==> src/rtl/mul_pkg.sv <==
// Shared types and constants for the iterative RV32M multiplier.
// Optional feature macro used by mul_unit: MUL_ZERO_EARLY_OUT_EN.
package mul_pkg;

    localparam int XLEN_DEFAULT = 32;

    typedef enum logic [1:0] {
        OP_MUL    = 2'd0,
        OP_MULH   = 2'd1,
        OP_MULHSU = 2'd2,
        OP_MULHU  = 2'd3
    } mul_op_e;

    typedef enum logic [1:0] {
        ST_IDLE = 2'd0,
        ST_BUSY = 2'd1,
        ST_DONE = 2'd2
    } mul_state_e;

    // Number of BUSY cycles needed to retire the whole multiplier.
    function automatic int mul_iter(input int xlen, input int bits_per_cycle);
        return xlen / bits_per_cycle;
    endfunction

endpackage

==> src/rtl/mul_step.sv <==
// One radix-2^BITS_PER_CYCLE step: acc + (mcand * digit) << (cnt * BITS_PER_CYCLE).
// Purely combinational; the caller owns all state.
module mul_step
    import mul_pkg::*;
#(
    parameter int XLEN           = XLEN_DEFAULT,
    parameter int BITS_PER_CYCLE = 4,
    parameter int CNT_W          = 3
) (
    input  logic [2*XLEN-1:0]         acc,
    input  logic [XLEN-1:0]           mcand,
    input  logic [BITS_PER_CYCLE-1:0] digit,
    input  logic [CNT_W-1:0]          cnt,
    output logic [2*XLEN-1:0]         sum
);

    localparam int PW = XLEN + BITS_PER_CYCLE;
    localparam int SW = $clog2(2 * XLEN) + 1;

    logic [PW-1:0]     partial;
    logic [SW-1:0]     shamt;
    logic [2*XLEN-1:0] aligned;

    always_comb begin
        partial = PW'(mcand) * PW'(digit);
        shamt   = SW'(cnt) * SW'(BITS_PER_CYCLE);
        aligned = (2 * XLEN)'(partial) << shamt;
        sum     = acc + aligned;
    end

endmodule

==> src/rtl/mul_unit.sv <==
// Iterative RV32M multiplier (MUL/MULH/MULHSU/MULHU) behind valid/ready handshakes.
// Optional: define MUL_ZERO_EARLY_OUT_EN to skip BUSY when either operand is zero.
module mul_unit
    import mul_pkg::*;
#(
    parameter int XLEN           = XLEN_DEFAULT,
    parameter int BITS_PER_CYCLE = 4
) (
    input  logic            clk_i,
    input  logic            rst_ni,
    input  logic            valid_i,
    output logic            ready_o,
    input  logic [1:0]      op_i,
    input  logic [XLEN-1:0] a_i,
    input  logic [XLEN-1:0] b_i,
    input  logic            kill_i,
    output logic            valid_o,
    input  logic            ready_i,
    output logic [XLEN-1:0] result_o,
    output logic [1:0]      state_o
);

    localparam int ITER  = mul_iter(XLEN, BITS_PER_CYCLE);
    localparam int CNT_W = (ITER > 1) ? $clog2(ITER) : 1;

    localparam logic [1:0] IDLE = ST_IDLE;
    localparam logic [1:0] BUSY = ST_BUSY;
    localparam logic [1:0] DONE = ST_DONE;

    // Handshakes: a request transfers on a rising edge where valid_i && ready_o && !kill_i;
    // a result transfers on a rising edge where valid_o && ready_i && !kill_i. kill_i wins over both.

    logic [1:0]        state_q;
    logic [CNT_W-1:0]  cnt_q;
    logic [2*XLEN-1:0] acc_q;
    logic [XLEN-1:0]   mcand_q;
    logic [XLEN-1:0]   mplier_q;
    logic              negate_q;
    mul_op_e           op_q;

    mul_op_e           op_in;
    logic              a_neg;
    logic              b_neg;
    logic [XLEN-1:0]   a_mag;
    logic [XLEN-1:0]   b_mag;
    logic [2*XLEN-1:0] acc_next;
    logic [2*XLEN-1:0] product;
    logic              last_step;

    // Signed operands enter the datapath as magnitudes; the sign is restored at the end.
    always_comb begin
        op_in = mul_op_e'(op_i);
        a_neg = ((op_in == OP_MULH) || (op_in == OP_MULHSU)) && a_i[XLEN-1];
        b_neg = (op_in == OP_MULH) && b_i[XLEN-1];
        a_mag = a_neg ? ('0 - a_i) : a_i;
        b_mag = b_neg ? ('0 - b_i) : b_i;
    end

    mul_step #(
        .XLEN          (XLEN),
        .BITS_PER_CYCLE(BITS_PER_CYCLE),
        .CNT_W         (CNT_W)
    ) u_step (
        .acc  (acc_q),
        .mcand(mcand_q),
        .digit(mplier_q[BITS_PER_CYCLE-1:0]),
        .cnt  (cnt_q),
        .sum  (acc_next)
    );

    always_comb begin
        last_step = (cnt_q == CNT_W'(ITER - 1));
        product   = negate_q ? ('0 - acc_next) : acc_next;
    end

    always_ff @(posedge clk_i or negedge rst_ni) begin
        if (!rst_ni) begin
            state_q  <= IDLE;
            cnt_q    <= '0;
            acc_q    <= '0;
            mcand_q  <= '0;
            mplier_q <= '0;
            negate_q <= 1'b0;
            op_q     <= OP_MUL;
            result_o <= '0;
            valid_o  <= 1'b0;
        end else if (kill_i) begin
            state_q <= IDLE;
            valid_o <= 1'b0;
        end else begin
            case (state_q)
                IDLE: begin
                    if (valid_i) begin
                        op_q     <= op_in;
                        mcand_q  <= a_mag;
                        mplier_q <= b_mag;
                        negate_q <= a_neg ^ b_neg;
                        acc_q    <= '0;
                        cnt_q    <= '0;
`ifdef MUL_ZERO_EARLY_OUT_EN
                        if ((a_i == '0) || (b_i == '0)) begin
                            state_q  <= DONE;
                            result_o <= '0;
                            valid_o  <= 1'b1;
                        end else begin
                            state_q <= BUSY;
                        end
`else
                        state_q <= BUSY;
`endif
                    end
                end
                BUSY: begin
                    acc_q    <= acc_next;
                    mplier_q <= mplier_q >> BITS_PER_CYCLE;
                    cnt_q    <= cnt_q + CNT_W'(1);
                    if (last_step) begin
                        state_q  <= DONE;
                        valid_o  <= 1'b1;
                        result_o <= (op_q == OP_MUL) ? product[XLEN-1:0]
                                                     : product[2*XLEN-1:XLEN];
                    end
                end
                DONE: begin
                    if (ready_i) begin
                        state_q <= IDLE;
                        valid_o <= 1'b0;
                    end
                end
                default: begin
                    state_q <= IDLE;
                    valid_o <= 1'b0;
                end
            endcase
        end
    end

    assign ready_o = (state_q == IDLE);
    assign state_o = state_q;

endmodule

==> config.mk <==
export PLATFORM = sky130hd
export DESIGN_NAME = mul_unit
export DESIGN_NICKNAME = d
export VERILOG_FILES = /design/src/rtl/mul_pkg.sv /design/src/rtl/mul_step.sv /design/src/rtl/mul_unit.sv
export SDC_FILE = /design/constraint.sdc
export NUM_CORES = 1
export LEC_CHECK = 0
export ABC_AREA = 1
export BUFFER_PORTS_ARGS = -buffer_cell sky130_fd_sc_hd__buf_2
export CAP_MARGIN = 25
export CORE_MARGIN = 2
export CORE_UTILIZATION = 52
export CTS_BUF_LIST = sky130_fd_sc_hd__clkbuf_4 sky130_fd_sc_hd__clkbuf_8 sky130_fd_sc_hd__clkbuf_16
export CTS_CLUSTER_SIZE = 40
export DETAILED_ROUTE_END_ITERATION = 12
export HOLD_SLACK_MARGIN = 0.03
export MAX_ROUTING_LAYER = met4
export PLACE_DENSITY = 0.69
export SYNTH_ARGS = -nofsm -noshare
export SYNTH_HDL_FRONTEND = slang
export SYNTH_SLANG_ARGS = --single-unit
==> constraint.sdc <==
create_clock -name clk_i -period 8.26 [get_ports clk_i]
set_clock_uncertainty 0.2 [all_clocks]
set_input_delay 1.239 -clock clk_i [delete_from_list [all_inputs] [get_ports clk_i]]
set_output_delay 1.239 -clock clk_i [all_outputs]
set_load 0.01 [all_outputs]
* After elaboration in Yosys (flattened, before gate mapping)
Cells that the tools add are included.
** Cells by class
- Reductions and logical operators :: 11
- Multiply operators :: 1
- Shift operators :: 1
- Bitwise operators :: 2
- Add/subtract/negate cells :: 5
- Mux-type cells :: 19
- Eq/ne operators :: 10
** Operator list (count)
- $mux 32 :: 4
- $mux 64 :: 2
- $pmux 64 s2 :: 1
- $add 64x64->64 :: 1
- $pmux 32 s2 :: 1
- $shl 36x5->64 :: 1
- $sub 1x32->32 const A :: 2
- $sub 1x64->64 const A :: 1
- $mul 32x4->36 :: 1
- $reduce_and 3->1 :: 5
- $mux 2 :: 4
- $ne 3x3->1 const B :: 2
- $pmux 2 s3 :: 1
- $pmux 3 s2 :: 1
- $eq 2x1->1 const B :: 2
- $eq 2x2->1 const B :: 2
- $logic_not 2->1 :: 2
- $add 3x1->3 const B :: 1
- $eq 3x3->1 const B :: 1
- $mux 1 :: 3
- $mux 3 :: 1
- $ne 3x2->1 const B :: 1
- $pmux 1 s3 :: 1
- $logic_and 1x1->1 :: 2
- other kinds (6) :: 6
** Word-level totals
- Bits of input ports :: 71
- Logic and storage cells :: 58
- Output and inout port bits :: 36
- Bits in registers :: 169

* Longest topological paths before layout
Gate-level depths: netlist of run 1.
- Depth in word-level cells :: 6
- Depth in mapped cells :: 49
- Gate-level depth less buffers :: 47

* Hierarchy
Synthesis of run 1 repeated with hierarchy kept, for this count alone.
** Second synthesis, totals
- Cells, all modules :: 3493
- Area total of the unflattened synthesis :: 20946.3 um2
** By module, submodules not included
- mul_unit :: times used 1, area an instance 10672.7 um2, cells an instance 1653, seq. area each 4229.1 um2
- mul_step :: times used 1, area an instance 10273.6 um2, cells an instance 1840, seq. area each 0.0 um2

* Worst setup path after synthesis of run 1
OpenSTA, ideal clock, no wires.
- Kind :: reg-to-reg
- Start :: register mplier_q[3]
- End :: register result_o[13]
- Slack :: 1955 ps
- Cell stages (with the launch flop) :: 43
- Arrival time :: 5988 ps
- Clock period less this slack :: 6305 ps
- Required time :: 7943 ps
- Path buffers :: 2
- Library setup time :: 117 ps
- Cells stage by stage :: dfrtp_1 clkbuf_1 clkbuf_1 nand2_1 inv_1 fa_1 inv_1 fa_1 inv_1 ha_1 a21oi_1 o21ai_0 a21oi_1 o21bai_1 a21boi_0 o21ai_0 nand2_1 nand2_1 (+7 left out) nor2_2 inv_2 nor3_2 nand3_1 nand2_2 nand2_1 nand2_2 nand2_2 nor2_2 nand2_1 nor2_2 nand2_2 o21ai_4 nand2_1 nand3_1 nand2_1 nand2_1 nand2_1
** Between the ends
- Longest elaborated chain between the ends :: 6
** RTL lines
- start: declaration :: line mul_unit.sv:37 : logic [XLEN-1:0] mplier_q;
- start signal: assignment :: line mul_unit.sv:96 : mplier_q <= b_mag;
- start signal: assignment :: line mul_unit.sv:115 : mplier_q <= mplier_q >> BITS_PER_CYCLE;
- $mul 32x4->36 * :: line mul_step.sv:25 : partial = PW'(mcand) * PW'(digit);
- $shl 36x5->64 * :: line mul_step.sv:27 : aligned = (2 * XLEN)'(partial) << shamt;
- $add 64x64->64 * :: line mul_step.sv:28 : sum = acc + aligned;
- $sub 1x64->64 :: line mul_unit.sv:73 : product = negate_q ? ('0 - acc_next) : acc_next;
- $mux 64 * :: line mul_unit.sv:73
- $mux 32 * :: line mul_unit.sv:120 : result_o <= (op_q == OP_MUL) ? product[XLEN-1:0]
- end signal: assignment :: line mul_unit.sv:120
- end: declaration :: line mul_unit.sv:19 : output logic [XLEN-1:0] result_o,
Mark *: on every way between the ends. The rest lies on a longest branch, timed or not.
A chain may end at the register's enable or synchronous reset.

* Worst setup path in the final report of run 1
- Start :: register mplier_q[2]
- End :: register result_o[28]
Same word-level chain as after synthesis.

==> results.md, run 1 <==
- TNS Setup: 0 ns
- Setup slack, reg-to-reg: about 0.44 ns
- R2R Path End: result_o[28]$_DFFE_PN0P_
- Crit. End Element: register
- Clock Sinks: roughly 170
- Ports: 107
- Ys async rst share: 1.00
- Final worst slack: between 0.4 and 0.5 ns
- Overall Global Routing Usage: 0.380
- Sequential share of the synthesized area: 0.192
- Final net count: a little over 4,000
- CP endpoint: result_o[28]$_DFFE_PN0P_
- Worst-Skew Late Latency: between 0.4 and 0.5 ns
- Unrepaired setup endpoints after global routing: false
- Drt drc: 0
- Syn nets: between 3,000 and 4,000
- Die Wd: ~210 um
- Required @ worst endpoint: around 8.5 ns
- Initial Util: 0.525
- Post-Route WL: roughly 80 mm
- DR WL/cell: between 15 and 20 um
- CP most frequent cell: nand2_1
- DRT antenna net count: 0
- Final hold vios: 0
- Number of global-route vias before repair: 21,900
- Status: finished, final reports clean
- Worst setup SP type: register
- CP Class: register to register
- R2R cell count: 37
- Worst slew margin: 0.279
- GRT Residual Overflow: 0
- Synthesized area: between 20,000 and 25,000 um2
- Kind of cell adding the most delay to the critical path: simple AND/OR/NAND/NOR gates
- Post-synth EDFFs: 0
- Synthesized flop and latch total: roughly 170
- Pre-CTS setup slack: approximately 0.46 ns
- Fmax: 0.128 GHz
- CP Depth: 37
- Register area: between 4000 and 5000 um2
- Critical Path AT: approximately 8 ns
- RePlAce Congestion: ~1.1
- Std-Cell Rows: between 70 and 80
- Vias per cell: between 5 and 6
- Post-layout min period: 7.82 ns
- Finish-stage setup viols: 0
- Clock-pin slew on the worst setup and hold paths: about 0.08 ns
- Clock root cell: clkbuf_16
- Buf+Inv Stages, Crit Path: 5
- Layout cells sized above 1: 0.0771
- Fin crit share: 0.946
- Crit-path slowest cell: fa_1
- Clock buffer depth: 2
- Port Buffers: about 110
- Synth area leader: nand2_1
- Max Slew Vio Count: 0
- DR vias: 24,400
- First-pass DRT Iterations: 6
- Design area: approximately 24,000 um2
- Area growth syn-to-layout: 8.01%
- Crit-path max cell delay: around 0.52 ns
- Top cells by area, synth: nand2_1 20%, dfrtp_1 19%, inv_1 12%, ha_1 6.2%, nor2_1 5.8%
- Count of cell types in the netlist: between 50 and 60
- Count leader, synth: nand2_1
- Worst Max-Slew Pin Slew: between 1 and 1.5 ns
- Avg Synthesized Cell Area: just under 6 um2
- Syn. warnings: 0
- Worst R2R Start: mplier_q[2]$_DFFE_PN0P_
- Hold_ws: between 0.2 and 0.3 ns
- Post-synth top cells: 1,168 x nand2_1, 704 x inv_1, 341 x nor2_1
- Share of the synthesized area in the top cell type: 0.199
- Die height: 210 um
- Largest net degree at the start of global routing: 88
- Number of DRC markers in iteration 0: 3,185
- CTS tree: done
- Maximum capacitance violations: 0
- First-pass GRT wire length: roughly 120 mm
- CP max FO: 26
- Main synth FF type: dfrtp_1
- Num CTS Buffers: 17
- Die ar.: roughly 44,000 um2
- Final HPWL DP: roughly 66 mm
- FILL cells: around 4,300
- Worst Setup SP: mplier_q[2]$_DFFE_PN0P_
- Synth Instances: 3,755
- HP Class: register to register
- Multi-input gate area: 14,700 um2
- Initial antenna violation count: 0
- Area after DPL: 23,100 um2
- Core ar.: 41,900 um2
- H-tree levels: 4
what timing repair did:
item / CTS / global route
hold buffers: 0 / 0
gates resized for setup: 0 / 7
endpoints found under the setup margin: 0 / 32
buffers inserted: 0 / 1
per-stage QoR:
step           utilization  cells
2_1_floorplan            -   3755
3_3_place_gp         0.551   4329
3_5_place_dp         0.552   4330
4_1_cts              0.567   4362
5_1_grt              0.567   4364
6_report             0.568   4366
cell type report:
class,instances,share of cell area
Timing Repair Buffer,139,0.0344
Sequential cell,169,0.178
Antenna cell,2,0.000211
Inverter,721,0.114
Multi-Input combinational cell,2764,0.618
Clock inverter,14,0.00853
Tap cell,539,0.0284
Clock buffer,18,0.0182
worst reg2reg max path: cells and delay by family, from the launching register on:
kind                       cells  cell delay (ns)
and+or+nand+nor               18             2.76
adders and majority gates      4             1.82
AOI/OAI and AO/OA              9             1.81
buffers and inverters          5             0.49
DFF                            1             0.47
xor gates and xnor gates       1             0.18
sequential cells by signal (all words and copies together), names as in the netlist:
register / flops
acc_q: 64
mcand_q: 32
mplier_q: 32
result_o: 32
cnt_q: 3
op_q: 2
state_o: 2
negate_q: 1
valid_o: 1
routing by layer:
| layer | share of wire | GRT usage | vias to the layer above | wire [um] |
|---|---|---|---|---|
| li1 | - | - | 11900 | - |
| met3 | 0.099 | 0.0569 | 163 | 8020 |
| met1 | 0.45 | 0.545 | 11100 | 36300 |
| met2 | 0.40 | 0.526 | 1238 | 32500 |
| met4 | 0.048 | 0.176 | 0 | 3900 |
| met5 | 0 | - | - | 0 |
cells by family after synthesis:
family                   Yosys count  share of synthesized area
multiplexers                       5                    0.00228
XOR/XNOR                          65                     0.0259
flip-flops                       169                      0.192
AO/OA/AOI/OAI                    576                      0.147
AND/OR/NAND/NOR                 1948                      0.375
buffers and inverters            822                      0.141
adder cells (fa/ha/maj)          170                      0.118
worst min-delay path by stage:
stage	startpoint	end	slack (ns)	cells after the start
floorplan	op_q[0]$_DFFE_PN0P_	op_q[0]$_DFFE_PN0P_	0.25	2
global placement	result_o[10]$_DFFE_PN0P_	result_o[10]$_DFFE_PN0P_	0.26	2
detailed placement	result_o[15]$_DFFE_PN0P_	result_o[15]$_DFFE_PN0P_	0.27	2
CTS	result_o[15]$_DFFE_PN0P_	result_o[15]$_DFFE_PN0P_	0.29	2
global route	result_o[15]$_DFFE_PN0P_	result_o[15]$_DFFE_PN0P_	0.32	2
finish	result_o[15]$_DFFE_PN0P_	result_o[15]$_DFFE_PN0P_	0.28	2
placed cells by master (no fill, tap or decap), drive strengths merged, types with 9 or more instances in the layout:
master     n
a21o       9
inv      726
o211ai    35
buf      139
nand3    248
fa        61
nand4     38
clkbuf    18
nand2   1210
xnor2     22
a21oi    170
dfrtp    169
o21bai    14
nor3      41
ha       109
o21ai    249
nand3b    18
nor2     371
o22ai     62
or2        9
a31oi     18
xor2      43
Power of run 1 is not shown: default switching activity piles up to over one toggle a cycle in this logic, so the estimate is an artifact.
==> run 2, diff against run 1 <==
Settings changed: ABC_AREA 1 to not set, CORE_UTILIZATION 52 to 64, PLACE_DENSITY 0.69 to 0.83.
==> run 2 against run 1 <==
Net effect: the run now fails in 5_1_grt; synthesized cell count down 33%; synthesized area decreased by 13%.
==> results.md, run 2 <==
- Status: did not finish
- Stopped at: 5_1_grt
- First Err: [ERROR GRT-0232] Routing congestion too high. Check the congestion heatmap in the GUI.
- H-tree levels: 4
- Initial Util: 0.649
- Port Buffers: 106
- GRT Residual Overflow: roughly 110
- Die height: approximately 180 um
- Count leader, synth: nand2_1
- Cell Count Post-Placement: 3,335
- Syn nets: about 2,800
- Clock root cell: clkbuf_16
- Overall Global Routing Usage: 0.763
- Avg Synthesized Cell Area: ~7.6 um2
- Synth area leader: dfrtp_1
- Final HPWL DP: 55.4 mm
- Synth Instances: between 2,000 and 3,000
- Num CTS Buffers: 17
- Pre-CTS setup slack: -0.831 ns
- Count of cell types in the netlist: between 70 and 80
- Post-synth top cells: 303 x nand2_1, 236 x o21ai_0, 209 x a21oi_1
- Ys async rst share: 1.00
- GR repair worst EP: result_o[31]$_DFFE_PN0P_/D
- Syn. warnings: 0
- Main synth FF type: dfrtp_1
- Clock buffer depth: 2
- Share of the synthesized area in the top cell type: 0.221
- Synthesized area: between 15,000 and 20,000 um2
- Post-synth EDFFs: 0
- Std-Cell Rows: 63
- Die Wd: between 150 and 200 um
- RePlAce Congestion: ~1.1
- Largest net degree at the start of global routing: 96
- Top cells by area, synth: dfrtp_1 22%, ha_1 7.1%, fa_1 6.4%, o21ai_0 6.2%, nand2_1 5.9%
- Synthesized flop and latch total: about 170
- Ports: 107
- Worst EP Category: register input
- Clock Sinks: 169
- Sequential share of the synthesized area: 0.221
[run 2: changes by cell type after synthesis, moves of 41 or more]
cell      before  now
a22o_1         0   53
nand2_1     1168  303
a21oi_1      168  209
nor2_1       341  200
xnor2_1       22   97
and2_1         4  120
o22ai_1       62    7
inv_1        704  150
clkbuf_1      80  128
nand3_1      233   46
[run 2: through the flow]
stage               TNS [ns]   util  cell area [um2]
floorplan                  0      -            19400
detailed placement    -21.55  0.786            23200
CTS                    -4.86  0.849            25100
global placement      -10.31  0.786            23200
[run 2: cell families after synthesis]
| kind of cell | count (synthesis) | synth area share |
|---|---|---|
| flip-flops | 169 | 0.221 |
| AO/OA/AOI/OAI | 779 | 0.254 |
| XOR/XNOR | 164 | 0.0749 |
| AND/OR/NAND/NOR | 901 | 0.228 |
| multiplexers | 53 | 0.0290 |
| buffers and inverters | 296 | 0.0587 |
| adder cells (fa/ha/maj) | 170 | 0.135 |
[run 2: timing repair]
item                       CTS
gates resized for setup    184
setup buffers               43
hold buffers                 0
setup endpoints to repair   34
pin swaps                   66
gates cloned                 4
[run 2: per-layer routing]
layer / overflow / global-route usage
met5: - / -
met4: 32 / 0.760
met3: 0 / 0.555
met2: 70 / 0.934
met1: 3 / 0.754
==> run 3, diff against run 2 <==
Settings changed: CORE_UTILIZATION 64 to 40, CTS_BUF_LIST sky130_fd_sc_hd__clkbuf_4 sky130_fd_sc_hd__clkbuf_8 sky130_fd_sc_hd__clkbuf_16 to not set, CTS_CLUSTER_SIZE 40 to not set, HOLD_SLACK_MARGIN 0.03 to not set, MAX_ROUTING_LAYER met4 to not set, PLACE_DENSITY 0.83 to not set, PLACE_DENSITY_LB_ADDON set to 0.15.
==> run 3 against run 2 <==
Net effect: the flow now finishes, with violations (setup timing); synthesized cell count did not move; synthesized area unchanged.
==> results.md, run 3 <==
- Synthesized flop and latch total: 169
- Final HPWL DP: 57.7 mm
- GRT Residual Overflow: 0
- Count of cell types in the netlist: 78
- Std-Cell Rows: 80
- DR WL met3: around 3.6 mm
- Worst-Skew Late Latency: 0.51 ns
- Syn nets: 2,773
- Ports: 107
- Count leader, synth: nand2_1
- FILL cells: around 4,500
- Num CTS Buffers: 17
- Die height: 223 um
- Finish-stage setup viols: 30
- Buf+Inv Stages, Crit Path: 5
- DRT antenna net count: 0
- Unrepaired setup endpoints after global routing: true
- Clock buffer depth: 2
- Main synth FF type: dfrtp_1
- Vias per cell: between 5 and 6
- Max Slew Vio Count: 0
- Crit-path slowest cell: or4_4
- Top cells by area, synth: dfrtp_1 22%, ha_1 7.1%, fa_1 6.4%, o21ai_0 6.2%, nand2_1 5.9%
- CTS tree: done
- Crit. End Element: register
- Crit-path max cell delay: around 0.57 ns
- Top reg by flops: acc_q
- Kind of cell adding the most delay to the critical path: compound AO/OA/AOI/OAI gates
- Clock Sinks: roughly 170
- Die ar.: around 50,000 um2
- Largest net degree at the start of global routing: between 70 and 80
- Synthesized area: about 19,000 um2
- Ys async rst share: 1.00
- Syn. warnings: 0
- Core ar.: 47,500 um2
- Port Buffers: approximately 110
- Register area: between 4000 and 5000 um2
- Overall Global Routing Usage: 0.296
- Required @ worst endpoint: roughly 8.5 ns
- Synth Instances: ~2,500
- Post-synth top cells: 303 x nand2_1, 236 x o21ai_0, 209 x a21oi_1
- Maximum capacitance violations: 0
- Final net count: 3,355
- Sequential share of the synthesized area: 0.221
- DR WL/cell: 19.8 um
- Die Wd: 223 um
- RePlAce Congestion: between 1 and 1.5
- Area growth syn-to-layout: 38.6%
- Share of the synthesized area in the top cell type: 0.221
- Status: finished, violations left
- Worst slew margin: 0.329
- DR top layer: met5
- Initial antenna violation count: 4
- Final hold vios: 0
- CP most frequent cell: buf_4
- H-tree levels: 4
- Final worst slack: -0.463 ns
- Avg Synthesized Cell Area: between 7 and 8 um2
- Commonest cells after routing, fill and taps aside: 575 x buf_4, 295 x nand2_1, 187 x nor2_1
- Post-synth EDFFs: 0
- Post-layout min period: 8.72 ns
- CP max FO: 7
- CP Class: register to register
- DR vias: ~21,000
- Initial Util: 0.403
- WL met1: between 30 and 40 mm
- Worst Max-Slew Pin Slew: between 1 and 1.5 ns
- Failing checks: setup timing
- First-pass DRT Iterations: 6
- Multi-input gate area: 15,000 um2
- Post-Route WL: ~74 mm
- Routed wl met2: 34.5 mm
- Critical Path AT: a little under 9 ns
- HP Class: register to register
- Number of DRC markers in iteration 0: 1,448
- Number of global-route vias before repair: between 20,000 and 25,000
- Worst setup SP type: register
- Fin crit share: 1.06
- Cell Count Post-Placement: between 3,000 and 4,000
- Max reg flops: 64
- Synth area leader: dfrtp_1
- Layout cells sized above 1: 0.311
- Clock root cell: clkbuf_16
- Fmax: approximately 0.11 GHz
- First-pass GRT wire length: around 110 mm
- Clock-pin slew on the worst setup and hold paths: 0.07 ns
- Drt drc: 0
- Hold Buf Count CTS: 0
- Non-Filler Instances: about 3,700
- Commonest non-fill, non-tap cell in the layout: buf_4
## run 3: cell counts after synthesis
No cell type changed its count.
## run 3: final timing paths
| check | from | end | cells past startpoint | slack (ns) |
|---|---|---|---|---|
| worst max register to register | mplier_q[1]$_DFFE_PN0P_ | result_o[14]$_DFFE_PN0P_ | 35 | -0.46 |
| min in group asynchronous | rst_ni | acc_q[5]$_DFFE_PN0P_ | 1 | 0.46 |
| worst min register to register | result_o[3]$_DFFE_PN0P_ | result_o[3]$_DFFE_PN0P_ | 2 | 0.27 |
| max in group asynchronous | rst_ni | acc_q[21]$_DFFE_PN0P_ | 2 | 6.15 |
| worst min-delay path | result_o[3]$_DFFE_PN0P_ | result_o[3]$_DFFE_PN0P_ | 2 | 0.27 |
| worst max-delay path | mplier_q[1]$_DFFE_PN0P_ | result_o[14]$_DFFE_PN0P_ | 35 | -0.46 |
## run 3: final cells by class
cell class,instances,share of cell area
timing repair buffer,706,0.200
tap,615,0.0289
antenna,2,0.000188
inverter,152,0.0215
multi-input combinational,2068,0.565
clock inverter,13,0.00777
sequential,169,0.159
clock buffer,19,0.0170
## run 3: metal layers
| metal | vias up | track usage |
|---|---|---|
| li1 | 10100 | - |
| met1 | 10100 | 0.384 |
| met2 | 638 | 0.489 |
| met3 | 137 | 0.0392 |
| met4 | 2 | 0.142 |
| met5 | - | 0 |
## run 3: tightest hold or removal path, stage by stage (launching register included)
cell	delay, ns
dfrtp_1	0.34
nand2_1	0.04
o21ai_0	0.05
## run 3: logic make-up (layout without fill, tap and decap cells)
| kind of cell | Yosys count | after routing | share of synthesized area |
|---|---|---|---|
| AOI/OAI and AO/OA | 779 | 779 | 0.254 |
| xor gates and xnor gates | 164 | 164 | 0.0749 |
| adders and majority gates | 170 | 170 | 0.135 |
| buffers and inverters | 296 | 890 | 0.0587 |
| DFF | 169 | 169 | 0.221 |
| muxes | 53 | 53 | 0.0290 |
| other | 0 | 2 | 0 |
| and+or+nand+nor | 901 | 902 | 0.228 |
## run 3: stage by stage
| stage | worst slack, ns | cell area, um2 | utilization | hold slack, ns | TNS, ns |
|---|---|---|---|---|---|
| 6_report | -0.463 | 26600 | 0.559 | 0.269 | -9.43 |
| 5_1_grt | -0.748 | 26600 | 0.559 | 0.301 | -18.89 |
| 4_1_cts | -0.338 | 25700 | 0.540 | 0.277 | -5.95 |
| 3_3_place_gp | -0.965 | 24100 | 0.508 | 0.254 | -18.21 |
| 3_5_place_dp | -0.978 | 24100 | 0.508 | 0.259 | -19.15 |
| 2_1_floorplan | 0.00835 | 19400 | - | 0.243 | 0 |
## run 3: timing repair
action / 4_1_cts / 5_1_grt
buffers inserted: 32 / 31
pin swaps: 40 / 85
resized for setup: 121 / 142
setup endpoints to repair: 33 / 35
cloned: 4 / 3
hold endpoints to repair: 0 / 0
Power of run 3 is left out for the same reason.
